File: src/rtl/axi_rd_arbiter_pkg.sv
// rtl/axi_rd_arbiter_pkg.sv - shared types and constants for the AXI read arbiter
`timescale 1ns/1ps
package axi_rd_arbiter_pkg;

    typedef enum logic [1:0] {
        ST_IDLE = 2'd0,
        ST_ADDR = 2'd1,
        ST_DATA = 2'd2
    } state_t;

    localparam logic [1:0] BURST_FIXED = 2'b00;
    localparam logic [1:0] BURST_INCR  = 2'b01;
    localparam logic [1:0] BURST_WRAP  = 2'b10;

    localparam logic [2:0] SIZE_1B = 3'd0;
    localparam logic [2:0] SIZE_2B = 3'd1;
    localparam logic [2:0] SIZE_4B = 3'd2;

    localparam logic [3:0] DEF_INST_ID = 4'd0;
    localparam logic [3:0] DEF_DATA_ID = 4'd1;

    localparam int ID_W   = 4;
    localparam int LEN_W  = 8;
    localparam int SIZE_W = 3;
    localparam int DATA_W = 32;

endpackage

File: src/rtl/axi_rd_arbiter_if.sv
// rtl/axi_rd_arbiter_if.sv - requester and AXI AR/R signal bundle for the read arbiter
`timescale 1ns/1ps
interface axi_rd_arbiter_if #(
    parameter int ADDR_W = 32
);
    import axi_rd_arbiter_pkg::*;

    logic              i_req;
    logic [ADDR_W-1:0] i_addr;
    logic [LEN_W-1:0]  i_len;
    logic [SIZE_W-1:0] i_size;
    logic              i_gnt;
    logic              i_rvalid;
    logic [DATA_W-1:0] i_rdata;
    logic              i_rlast;

    logic              d_req;
    logic [ADDR_W-1:0] d_addr;
    logic [LEN_W-1:0]  d_len;
    logic [SIZE_W-1:0] d_size;
    logic              d_gnt;
    logic              d_rvalid;
    logic [DATA_W-1:0] d_rdata;
    logic              d_rlast;

    logic [ID_W-1:0]   arid;
    logic [ADDR_W-1:0] araddr;
    logic [LEN_W-1:0]  arlen;
    logic [SIZE_W-1:0] arsize;
    logic [1:0]        arburst;
    logic              arvalid;
    logic              arready;

    logic [ID_W-1:0]   rid;
    logic [DATA_W-1:0] rdata;
    logic [1:0]        rresp;
    logic              rlast;
    logic              rvalid;
    logic              rready;

    modport slave (
        input  i_req, i_addr, i_len, i_size,
        output i_gnt, i_rvalid, i_rdata, i_rlast,
        input  d_req, d_addr, d_len, d_size,
        output d_gnt, d_rvalid, d_rdata, d_rlast,
        output arid, araddr, arlen, arsize, arburst, arvalid,
        input  arready,
        input  rid, rdata, rresp, rlast, rvalid,
        output rready
    );

    modport master (
        output i_req, i_addr, i_len, i_size,
        input  i_gnt, i_rvalid, i_rdata, i_rlast,
        output d_req, d_addr, d_len, d_size,
        input  d_gnt, d_rvalid, d_rdata, d_rlast,
        input  arid, araddr, arlen, arsize, arburst, arvalid,
        output arready,
        output rid, rdata, rresp, rlast, rvalid,
        input  rready
    );

endinterface

File: src/rtl/axi_rd_arb_pick.sv
// rtl/axi_rd_arb_pick.sv - two-way winner select; AXI_RD_ARB_RR_EN adds round-robin pointer input
`timescale 1ns/1ps
module axi_rd_arb_pick (
    input  logic i_inst_req,
    input  logic i_data_req,
`ifdef AXI_RD_ARB_RR_EN
    input  logic i_last_data,
`endif
    output logic o_any,
    output logic o_sel_data
);

    assign o_any = i_inst_req | i_data_req;

`ifdef AXI_RD_ARB_RR_EN
    // On a tie the side that was not served last wins.
    assign o_sel_data = i_data_req & (~i_inst_req | ~i_last_data);
`else
    assign o_sel_data = i_data_req;
`endif

endmodule

File: src/rtl/axi_rd_arbiter.sv
// rtl/axi_rd_arbiter.sv - single-outstanding AXI read arbiter for inst/data requesters; AXI_RD_ARB_RR_EN enables round-robin
`timescale 1ns/1ps
module axi_rd_arbiter
    import axi_rd_arbiter_pkg::*;
#(
    parameter int         ADDR_W  = 32,
    parameter logic [3:0] INST_ID = DEF_INST_ID,
    parameter logic [3:0] DATA_ID = DEF_DATA_ID
) (
    input  logic           clk,
    input  logic           rst,
    axi_rd_arbiter_if.slave bus
);

    state_t              r_state;
    state_t              w_next;
    logic [ADDR_W-1:0]   r_addr;
    logic [LEN_W-1:0]    r_len;
    logic [SIZE_W-1:0]   r_size;
    logic [ID_W-1:0]     r_id;
    logic                r_owner_data;

    logic                w_any;
    logic                w_sel_data;
    logic                w_ar_hs;
    logic                w_beat;
    logic                w_unused;

`ifdef AXI_RD_ARB_RR_EN
    logic                r_last_data;
`endif

    axi_rd_arb_pick u_pick (
        .i_inst_req (bus.i_req),
        .i_data_req (bus.d_req),
`ifdef AXI_RD_ARB_RR_EN
        .i_last_data(r_last_data),
`endif
        .o_any      (w_any),
        .o_sel_data (w_sel_data)
    );

    assign w_ar_hs = (r_state == ST_ADDR) && bus.arready;
    assign w_beat  = (r_state == ST_DATA) && bus.rvalid;

    always_ff @(posedge clk or posedge rst) begin
        if (rst) begin
            r_state <= ST_IDLE;
        end else begin
            r_state <= w_next;
        end
    end

    always_comb begin
        w_next = r_state;
        case (r_state)
            ST_IDLE: if (w_any) w_next = ST_ADDR;
            ST_ADDR: if (bus.arready) w_next = ST_DATA;
            ST_DATA: if (bus.rvalid && bus.rlast) w_next = ST_IDLE;
            default: w_next = ST_IDLE;
        endcase
    end

    // AR fields come only from these registers so they stay stable while arready is low.
    always_ff @(posedge clk or posedge rst) begin
        if (rst) begin
            r_addr       <= '0;
            r_len        <= '0;
            r_size       <= '0;
            r_id         <= '0;
            r_owner_data <= 1'b0;
        end else if (r_state == ST_IDLE && w_any) begin
            r_addr       <= w_sel_data ? bus.d_addr : bus.i_addr;
            r_len        <= w_sel_data ? bus.d_len  : bus.i_len;
            r_size       <= w_sel_data ? bus.d_size : bus.i_size;
            r_id         <= w_sel_data ? DATA_ID    : INST_ID;
            r_owner_data <= w_sel_data;
        end
    end

`ifdef AXI_RD_ARB_RR_EN
    always_ff @(posedge clk or posedge rst) begin
        if (rst) begin
            r_last_data <= 1'b0;
        end else if (w_ar_hs) begin
            r_last_data <= r_owner_data;
        end
    end
`endif

    assign bus.arvalid = (r_state == ST_ADDR);
    assign bus.araddr  = r_addr;
    assign bus.arlen   = r_len;
    assign bus.arsize  = r_size;
    assign bus.arid    = r_id;
    assign bus.arburst = BURST_INCR;
    assign bus.rready  = (r_state == ST_DATA);

    assign bus.i_gnt   = w_ar_hs & ~r_owner_data;
    assign bus.d_gnt   = w_ar_hs &  r_owner_data;

    // Beats are routed by owner alone; rid and rresp do not affect routing.
    assign bus.i_rvalid = w_beat & ~r_owner_data;
    assign bus.i_rdata  = bus.rdata;
    assign bus.i_rlast  = w_beat & ~r_owner_data & bus.rlast;
    assign bus.d_rvalid = w_beat &  r_owner_data;
    assign bus.d_rdata  = bus.rdata;
    assign bus.d_rlast  = w_beat &  r_owner_data & bus.rlast;

    assign w_unused = ^{bus.rid, bus.rresp};

endmodule

File: src/flat_wrapper.sv
// flat-port wrapper written by rule: the top's interface ports become plain ports
module axi_rd_arbiter_flat import axi_rd_arbiter_pkg::*;
#(
    parameter int         ADDR_W  = 32,
    parameter logic [3:0] INST_ID = DEF_INST_ID,
    parameter logic [3:0] DATA_ID = DEF_DATA_ID
)
  (clk, rst, bus_i_req, bus_i_addr, bus_i_len, bus_i_size, bus_i_gnt, bus_i_rvalid, bus_i_rdata, bus_i_rlast, bus_d_req, bus_d_addr, bus_d_len, bus_d_size, bus_d_gnt, bus_d_rvalid, bus_d_rdata, bus_d_rlast, bus_arid, bus_araddr, bus_arlen, bus_arsize, bus_arburst, bus_arvalid, bus_arready, bus_rid, bus_rdata, bus_rresp, bus_rlast, bus_rvalid, bus_rready);
  axi_rd_arbiter_if #(.ADDR_W(ADDR_W)) bus_i ();
  input  logic clk;
  input  logic rst;
  input wire logic [$bits(bus_i.i_req)-1:0] bus_i_req;
  input wire logic [$bits(bus_i.i_addr)-1:0] bus_i_addr;
  input wire logic [$bits(bus_i.i_len)-1:0] bus_i_len;
  input wire logic [$bits(bus_i.i_size)-1:0] bus_i_size;
  output wire logic [$bits(bus_i.i_gnt)-1:0] bus_i_gnt;
  output wire logic [$bits(bus_i.i_rvalid)-1:0] bus_i_rvalid;
  output wire logic [$bits(bus_i.i_rdata)-1:0] bus_i_rdata;
  output wire logic [$bits(bus_i.i_rlast)-1:0] bus_i_rlast;
  input wire logic [$bits(bus_i.d_req)-1:0] bus_d_req;
  input wire logic [$bits(bus_i.d_addr)-1:0] bus_d_addr;
  input wire logic [$bits(bus_i.d_len)-1:0] bus_d_len;
  input wire logic [$bits(bus_i.d_size)-1:0] bus_d_size;
  output wire logic [$bits(bus_i.d_gnt)-1:0] bus_d_gnt;
  output wire logic [$bits(bus_i.d_rvalid)-1:0] bus_d_rvalid;
  output wire logic [$bits(bus_i.d_rdata)-1:0] bus_d_rdata;
  output wire logic [$bits(bus_i.d_rlast)-1:0] bus_d_rlast;
  output wire logic [$bits(bus_i.arid)-1:0] bus_arid;
  output wire logic [$bits(bus_i.araddr)-1:0] bus_araddr;
  output wire logic [$bits(bus_i.arlen)-1:0] bus_arlen;
  output wire logic [$bits(bus_i.arsize)-1:0] bus_arsize;
  output wire logic [$bits(bus_i.arburst)-1:0] bus_arburst;
  output wire logic [$bits(bus_i.arvalid)-1:0] bus_arvalid;
  input wire logic [$bits(bus_i.arready)-1:0] bus_arready;
  input wire logic [$bits(bus_i.rid)-1:0] bus_rid;
  input wire logic [$bits(bus_i.rdata)-1:0] bus_rdata;
  input wire logic [$bits(bus_i.rresp)-1:0] bus_rresp;
  input wire logic [$bits(bus_i.rlast)-1:0] bus_rlast;
  input wire logic [$bits(bus_i.rvalid)-1:0] bus_rvalid;
  output wire logic [$bits(bus_i.rready)-1:0] bus_rready;
  assign bus_i.i_req = bus_i_req;
  assign bus_i.i_addr = bus_i_addr;
  assign bus_i.i_len = bus_i_len;
  assign bus_i.i_size = bus_i_size;
  assign bus_i_gnt = bus_i.i_gnt;
  assign bus_i_rvalid = bus_i.i_rvalid;
  assign bus_i_rdata = bus_i.i_rdata;
  assign bus_i_rlast = bus_i.i_rlast;
  assign bus_i.d_req = bus_d_req;
  assign bus_i.d_addr = bus_d_addr;
  assign bus_i.d_len = bus_d_len;
  assign bus_i.d_size = bus_d_size;
  assign bus_d_gnt = bus_i.d_gnt;
  assign bus_d_rvalid = bus_i.d_rvalid;
  assign bus_d_rdata = bus_i.d_rdata;
  assign bus_d_rlast = bus_i.d_rlast;
  assign bus_arid = bus_i.arid;
  assign bus_araddr = bus_i.araddr;
  assign bus_arlen = bus_i.arlen;
  assign bus_arsize = bus_i.arsize;
  assign bus_arburst = bus_i.arburst;
  assign bus_arvalid = bus_i.arvalid;
  assign bus_i.arready = bus_arready;
  assign bus_i.rid = bus_rid;
  assign bus_i.rdata = bus_rdata;
  assign bus_i.rresp = bus_rresp;
  assign bus_i.rlast = bus_rlast;
  assign bus_i.rvalid = bus_rvalid;
  assign bus_rready = bus_i.rready;
  axi_rd_arbiter #(.ADDR_W(ADDR_W), .INST_ID(INST_ID), .DATA_ID(DATA_ID)) u_core (.clk(clk), .rst(rst), .bus(bus_i));
endmodule
File: config.mk
export PLATFORM = sky130hd
export DESIGN_NAME = axi_rd_arbiter_flat
export DESIGN_NICKNAME = d
export VERILOG_FILES = /design/src/rtl/axi_rd_arbiter_pkg.sv /design/src/rtl/axi_rd_arbiter_if.sv /design/src/rtl/axi_rd_arb_pick.sv /design/src/rtl/axi_rd_arbiter.sv /design/src/flat_wrapper.sv
export SDC_FILE = /design/constraint.sdc
export NUM_CORES = 1
export LEC_CHECK = 0
export CORE_AREA = 2 2 96 98
export DETAILED_ROUTE_END_ITERATION = 7
export DIE_AREA = 0 0 98 100
export GPL_ROUTABILITY_DRIVEN = 1
export PLACE_DENSITY_LB_ADDON = 0.08
export SLEW_MARGIN = 20
export SYNTH_ARGS = -nofsm -noshare
export SYNTH_HDL_FRONTEND = slang
export SYNTH_SLANG_ARGS = --single-unit
File: constraint.sdc
create_clock -name clk -period 2.3 [get_ports clk]
set_input_delay 0.46 -clock clk [delete_from_list [all_inputs] [get_ports clk]]
set_output_delay 0.46 -clock clk [all_outputs]
set_load 0.1 [all_outputs]
# Word-level counts from Yosys, hierarchy flattened
# Cells that the tools add are included.
# W data, S select, Z words.
# classes
eq_ne	5
n_mux	8
n_bitwise	8
reduce_logical	6
# ops
cell	count
$mux W32	1
$mux W8	1
$and A1 B1 Y1	6
$mux W2	3
$ne A2 B1 Y1 const B	3
$pmux W2 S3	1
$logic_and A1 B1 Y1	4
$mux W3	1
$reduce_and A3 Y1	1
$eq A2 B1 Y1 const B	1
$eq A2 B2 Y1 const B	1
$logic_not A2 Y1	1
$mux W1	1
$not A1 Y1	1
$or A1 B1 Y1	1
# word_totals
register_bits	50
in_bits	131

# Longest topological paths before layout
# logic_depth
depth_word	4
mapped_depth	5

# By module
# Synthesis repeated with hierarchy kept, for this count alone.
# hier_totals
cells_unflattened	231
area_unflattened_um2	3215.6
# modules_own_cells
module	n_inst	cells_each	area_each_um2
axi_rd_arbiter	1	229	3201.8
axi_rd_arb_pick	1	2	13.8

# Worst setup path before layout
# No wires, ideal clock.
# synth_timing
path_type	flip-flop to output port
startpoint	register u_core.r_state[0]
endpoint	output bus_i_rlast
arrival_time_ns	3.639
required_time_ns	1.840
setup_slack_ns	-1.799
path_stages_with_launch	4
n_path_buf	0
path_cell_list	dfrtp_1 -> nor2b_1 -> and3b_1 -> and2_1
# synth_via
elab_chain_len	4
# synth_rtl
element	line_no	text
start: declaration	axi_rd_arbiter.sv:15	state_t r_state;
start signal: assignment	axi_rd_arbiter.sv:50	r_state <= w_next;
$eq A2 B2 Y1	-	
named net bus_rready	flat_wrapper.sv:40	output wire logic [$bits(bus_i.rready)-1:0] bus_rready;
$logic_and A1 B1 Y1	axi_rd_arbiter.sv:44	assign w_beat = (r_state == ST_DATA) && bus.rvalid;
$and A1 B1 Y1	axi_rd_arbiter.sv:105	assign bus.i_rlast = w_beat & ~r_owner_data & bus.rlast;
named net bus_i_rvalid	flat_wrapper.sv:17	output wire logic [$bits(bus_i.i_rvalid)-1:0] bus_i_rvalid;
$and A1 B1 Y1	axi_rd_arbiter.sv:105	
end: declaration	flat_wrapper.sv:19	output wire logic [$bits(bus_i.i_rlast)-1:0] bus_i_rlast;
# The timed path passes the listed nets, and every way through them passes these cells.

# Final worst setup path
# layout_timing
startpoint	input bus_rvalid
endpoint	output bus_i_rlast
# layout_via
elab_chain_len	3
# layout_rtl
element	line_no	text
start: declaration	flat_wrapper.sv:39	input wire logic [$bits(bus_i.rvalid)-1:0] bus_rvalid;
$logic_and A1 B1 Y1	axi_rd_arbiter.sv:44	
$and A1 B1 Y1 (2 in a row)	axi_rd_arbiter.sv:105	
# Every way passes these cells.

==> results.txt <==
The placeable core area was 0.00889 mm2. The tools report the pin count of the biggest net entering global routing as 25. The tightest slew margin relative to the limit was 65.6%. 0 antenna diodes ended up in the layout.

The transition time of the tightest slew-check pin is 0.515 ns, and the overall routed net length is 6580 um. The worst setup path category was in -> out. The run finished with clean final reports. The fraction of the mapped netlist area in compound gates was 0.786%.

The smallest clock period supported by the final layout is computed as 1.97 ns. The final routed wire length divided by cell count came out at 15.5 um. For the total standard cell area after synthesis, the log shows 0.00303 mm2. Across the routed clock network, the largest skew measured is 0.00606 ns.

The via density per instance was 4.36; the height of the chip was 100 um. On the critical path, the stage with the largest delay is an instance of sky130_fd_sc_hd__clkdlybuf4s50_1. Cell chosen for the clock root: sky130_fd_sc_hd__clkbuf_8. Synthesis produced 233 cells. Setup repair after global routing left no endpoint under its margin.

Relative to the synthesized area, the layout overhead comes to 36.6%. The count of boundary I/O pins came out at 252. The fraction of registers with async set or reset after synthesis was 100%; the fraction of synthesized cell area in xor and xnor cells was 0%.

The critical path goes through clkdlybuf4s50_1, and3b_4, and2_4, buf_12. The average instance in the mapped netlist occupies 13.0 um2. Net total in the final layout: 444. The critical path data arrival time came out at 1.51 ns. Classification of the worst-slack hold path: in -> async. The first TritonRoute pass finished after 3 iterations. The DRC violations left is 0.

The library cell occupying the most area in the post-synthesis netlist was sky130_fd_sc_hd__dfrtp_1. The DRC marker count from the first detailed-route iteration was 18. The total vias in the final route is 1855, and the flop and latch count out of synthesis is 46. The number of buffers inserted by port buffering is 144.

Setup violations remaining at the end of the flow were counted as 0. Global routing used 13.2% of the available tracks across all layers. The most common cell in the synthesized netlist is sky130_fd_sc_hd__buf_4.

In this run, synthesis inferred 0 flip-flops with an integrated enable. Of the total synthesized cell area, the portion taken by AND, OR, NAND and NOR gates is 2.40%. Via count of the first global-routing pass: 2008. At the end of routability-driven placement, the weighted congestion stood at 0.696.

The leftover overflow at the end of global routing was 0; the total CTS buffers was 5. The kind of capture point of the worst setup path was an output port. The fraction of synthesized cell area taken by the top area cell type was 38.0%. The fraction of the yosys area taken by sequential cells came out at 38.0%. Across the run, the number of max-cap violations was 0.

The count of standard-cell rows was 35. The first global-routing pass estimated 10200 um of wire. The tools report the required time of the worst setup path as 1.84 ns. Yosys printed 0 warnings.

STA classifies the critical path startpoint as a primary input. The final HPWL from detailed placement was 5080 um; the hold-fix buffer count after cts was 0. The dominant synthesized flop cell was sky130_fd_sc_hd__dfrtp_1. For the final instance area, the log shows 0.00413 mm2. Number of antenna violations at the first check in global routing: 0.

Ranked by total cell area, the synthesized netlist is headed by sky130_fd_sc_hd__dfrtp_1, sky130_fd_sc_hd__mux2_4, sky130_fd_sc_hd__mux2_2, sky130_fd_sc_hd__buf_4, sky130_fd_sc_hd__buf_12. Once the floorplan was initialized, standard cells occupied 34.0% of the core. The logs give 0 for the number of hold violations in the final report and 2 for the number of levels the H-tree was split into. The placed instances occupy a cell area of 0.00404 mm2. In this design, the stage delay of the slowest critical-path cell is 0.50 ns. The logs give 0 for the remaining number of nets flagged by the antenna check after routing and 46 for the CTS sink count. The number of pins with negative max-slew slack in the final report was 0; the post-CTS repair timing setup buffer count was 0. Hold timing on the final database bottoms out at a slack of 0.510 ns. The clock tree buffer depth came out at 2. Once the clock tree was built, the resizer swapped 0 gates to a different size.

TritonCTS built the clock tree. Dividing the final minimum period by the clock period gives 85.7%. The chip width is 98 um, and the area of the die is 0.00980 mm2.

Of the total synthesized cell area, the portion taken by full adders, half adders and majority gates is 0%. After synthesis, the share of cell area in mux cells is 36.8%. Clock-pin slew was measured on the worst setup and hold paths at 0.09 ns. Cells with a size suffix above 1 make up 51.9% of the layout. Derived from the worst setup path, the maximum achievable clock frequency is 507 MHz. The commonest cells after synthesis are sky130_fd_sc_hd__buf_4, sky130_fd_sc_hd__mux2_2, sky130_fd_sc_hd__dfrtp_1.

By area, the combinational part of the netlist is dominated by multiplexers. At the later pin of the worst-skew pair, clock insertion delay measures 0.29 ns. The number of library cell types mapped by synthesis came out at 18. In this run the worst path has a maximum fanout of 3.
-- worst paths after layout --
kind,startpoint,end,slack [ns],cells after the start
worst max-delay path,bus_rvalid,bus_i_rlast,0.33,4
worst min-delay path,rst,u_core.bus.arlen[1],0.51,2
worst max register to register,u_core.r_state[0],u_core.bus.arlen[2],0.77,4
worst min register to register,u_core.bus.arlen[0],u_core.bus.arlen[0],0.52,1
max in group asynchronous,rst,u_core.bus.araddr[13],1.20,3
min in group clk,u_core.bus.arlen[0],u_core.bus.arlen[0],0.52,1
-- registers in the layout, summed over array words and instances (netlist names) --
name	cells
u_core.bus.araddr	32
u_core.bus.arid	1
u_core.bus.arlen	8
u_core.bus.arsize	3
u_core.r_state	2
-- placed cells by master, fill, tap and decap left out --
master and instances:
sky130_fd_sc_hd__nor2b_4 2, sky130_fd_sc_hd__clkinvlp_4 1, sky130_fd_sc_hd__dfrtp_1 46, sky130_fd_sc_hd__o21a_2 1, sky130_fd_sc_hd__and3_2 1, sky130_fd_sc_hd__and3_4 1
sky130_fd_sc_hd__a21o_1 1, sky130_fd_sc_hd__clkdlybuf4s50_1 91, sky130_fd_sc_hd__a22o_1 1, sky130_fd_sc_hd__mux2_2 47, sky130_fd_sc_hd__nor2_1 1, sky130_fd_sc_hd__buf_4 48
sky130_fd_sc_hd__inv_2 1, sky130_fd_sc_hd__clkbuf_8 5, sky130_fd_sc_hd__inv_1 1, sky130_fd_sc_hd__mux2_4 39, sky130_fd_sc_hd__and3b_4 1, sky130_fd_sc_hd__conb_1 5
sky130_fd_sc_hd__clkinv_4 1, sky130_fd_sc_hd__buf_2 1, sky130_fd_sc_hd__nor2_4 1, sky130_fd_sc_hd__clkinv_2 1, sky130_fd_sc_hd__buf_12 10, sky130_fd_sc_hd__and2_4 2
sky130_fd_sc_hd__nand2_1 5
-- through the flow --
step | utilization (%) | setup TNS [ns] | setup WS [ns] | instances
floorplan | - | -0.0845 | -0.0510 | 236
global placement | 45.5 | 0 | 0.337 | 417
detailed placement | 45.5 | 0 | 0.332 | 417
CTS | 46.5 | 0 | 0.319 | 425
global route | 46.5 | 0 | 0.258 | 425
finish | 46.5 | 0 | 0.330 | 425
-- worst max-delay path, delay by kind of cell --
family / cells / cell delay, ns
buf+inv: 2 / 0.66
simple gates: 2 / 0.38
-- cell families after synthesis --
| kind of cell | count (synthesis) |
|---|---|
| muxes | 86 |
| and+or+nand+nor | 14 |
| AOI/OAI and AO/OA | 3 |
| buffers and inverters | 82 |
| DFF | 46 |
| other | 2 |
-- cell type report --
cell class | count | area [um2]
inverters | 2 | 7.51
clock buffers | 5 | 68.8
clock inverters | 3 | 21.3
flip-flops and latches | 46 | 1150
multi-input cells | 108 | 1270
repair buffers | 150 | 1480
fillers | 826 | 4760
well taps | 111 | 139
-- metal layers --
metal	up-vias	track usage, %	wire (um)
li1	872	-	-
met1	892	14.2	2460
met2	80	24.3	3450
met3	11	4.74	613
met4	0	4.06	58
met5	-	0	0
Power is left out: the tool's default activity adds up to more than one toggle a clock period on the data nets, which glitch-free logic cannot reach.
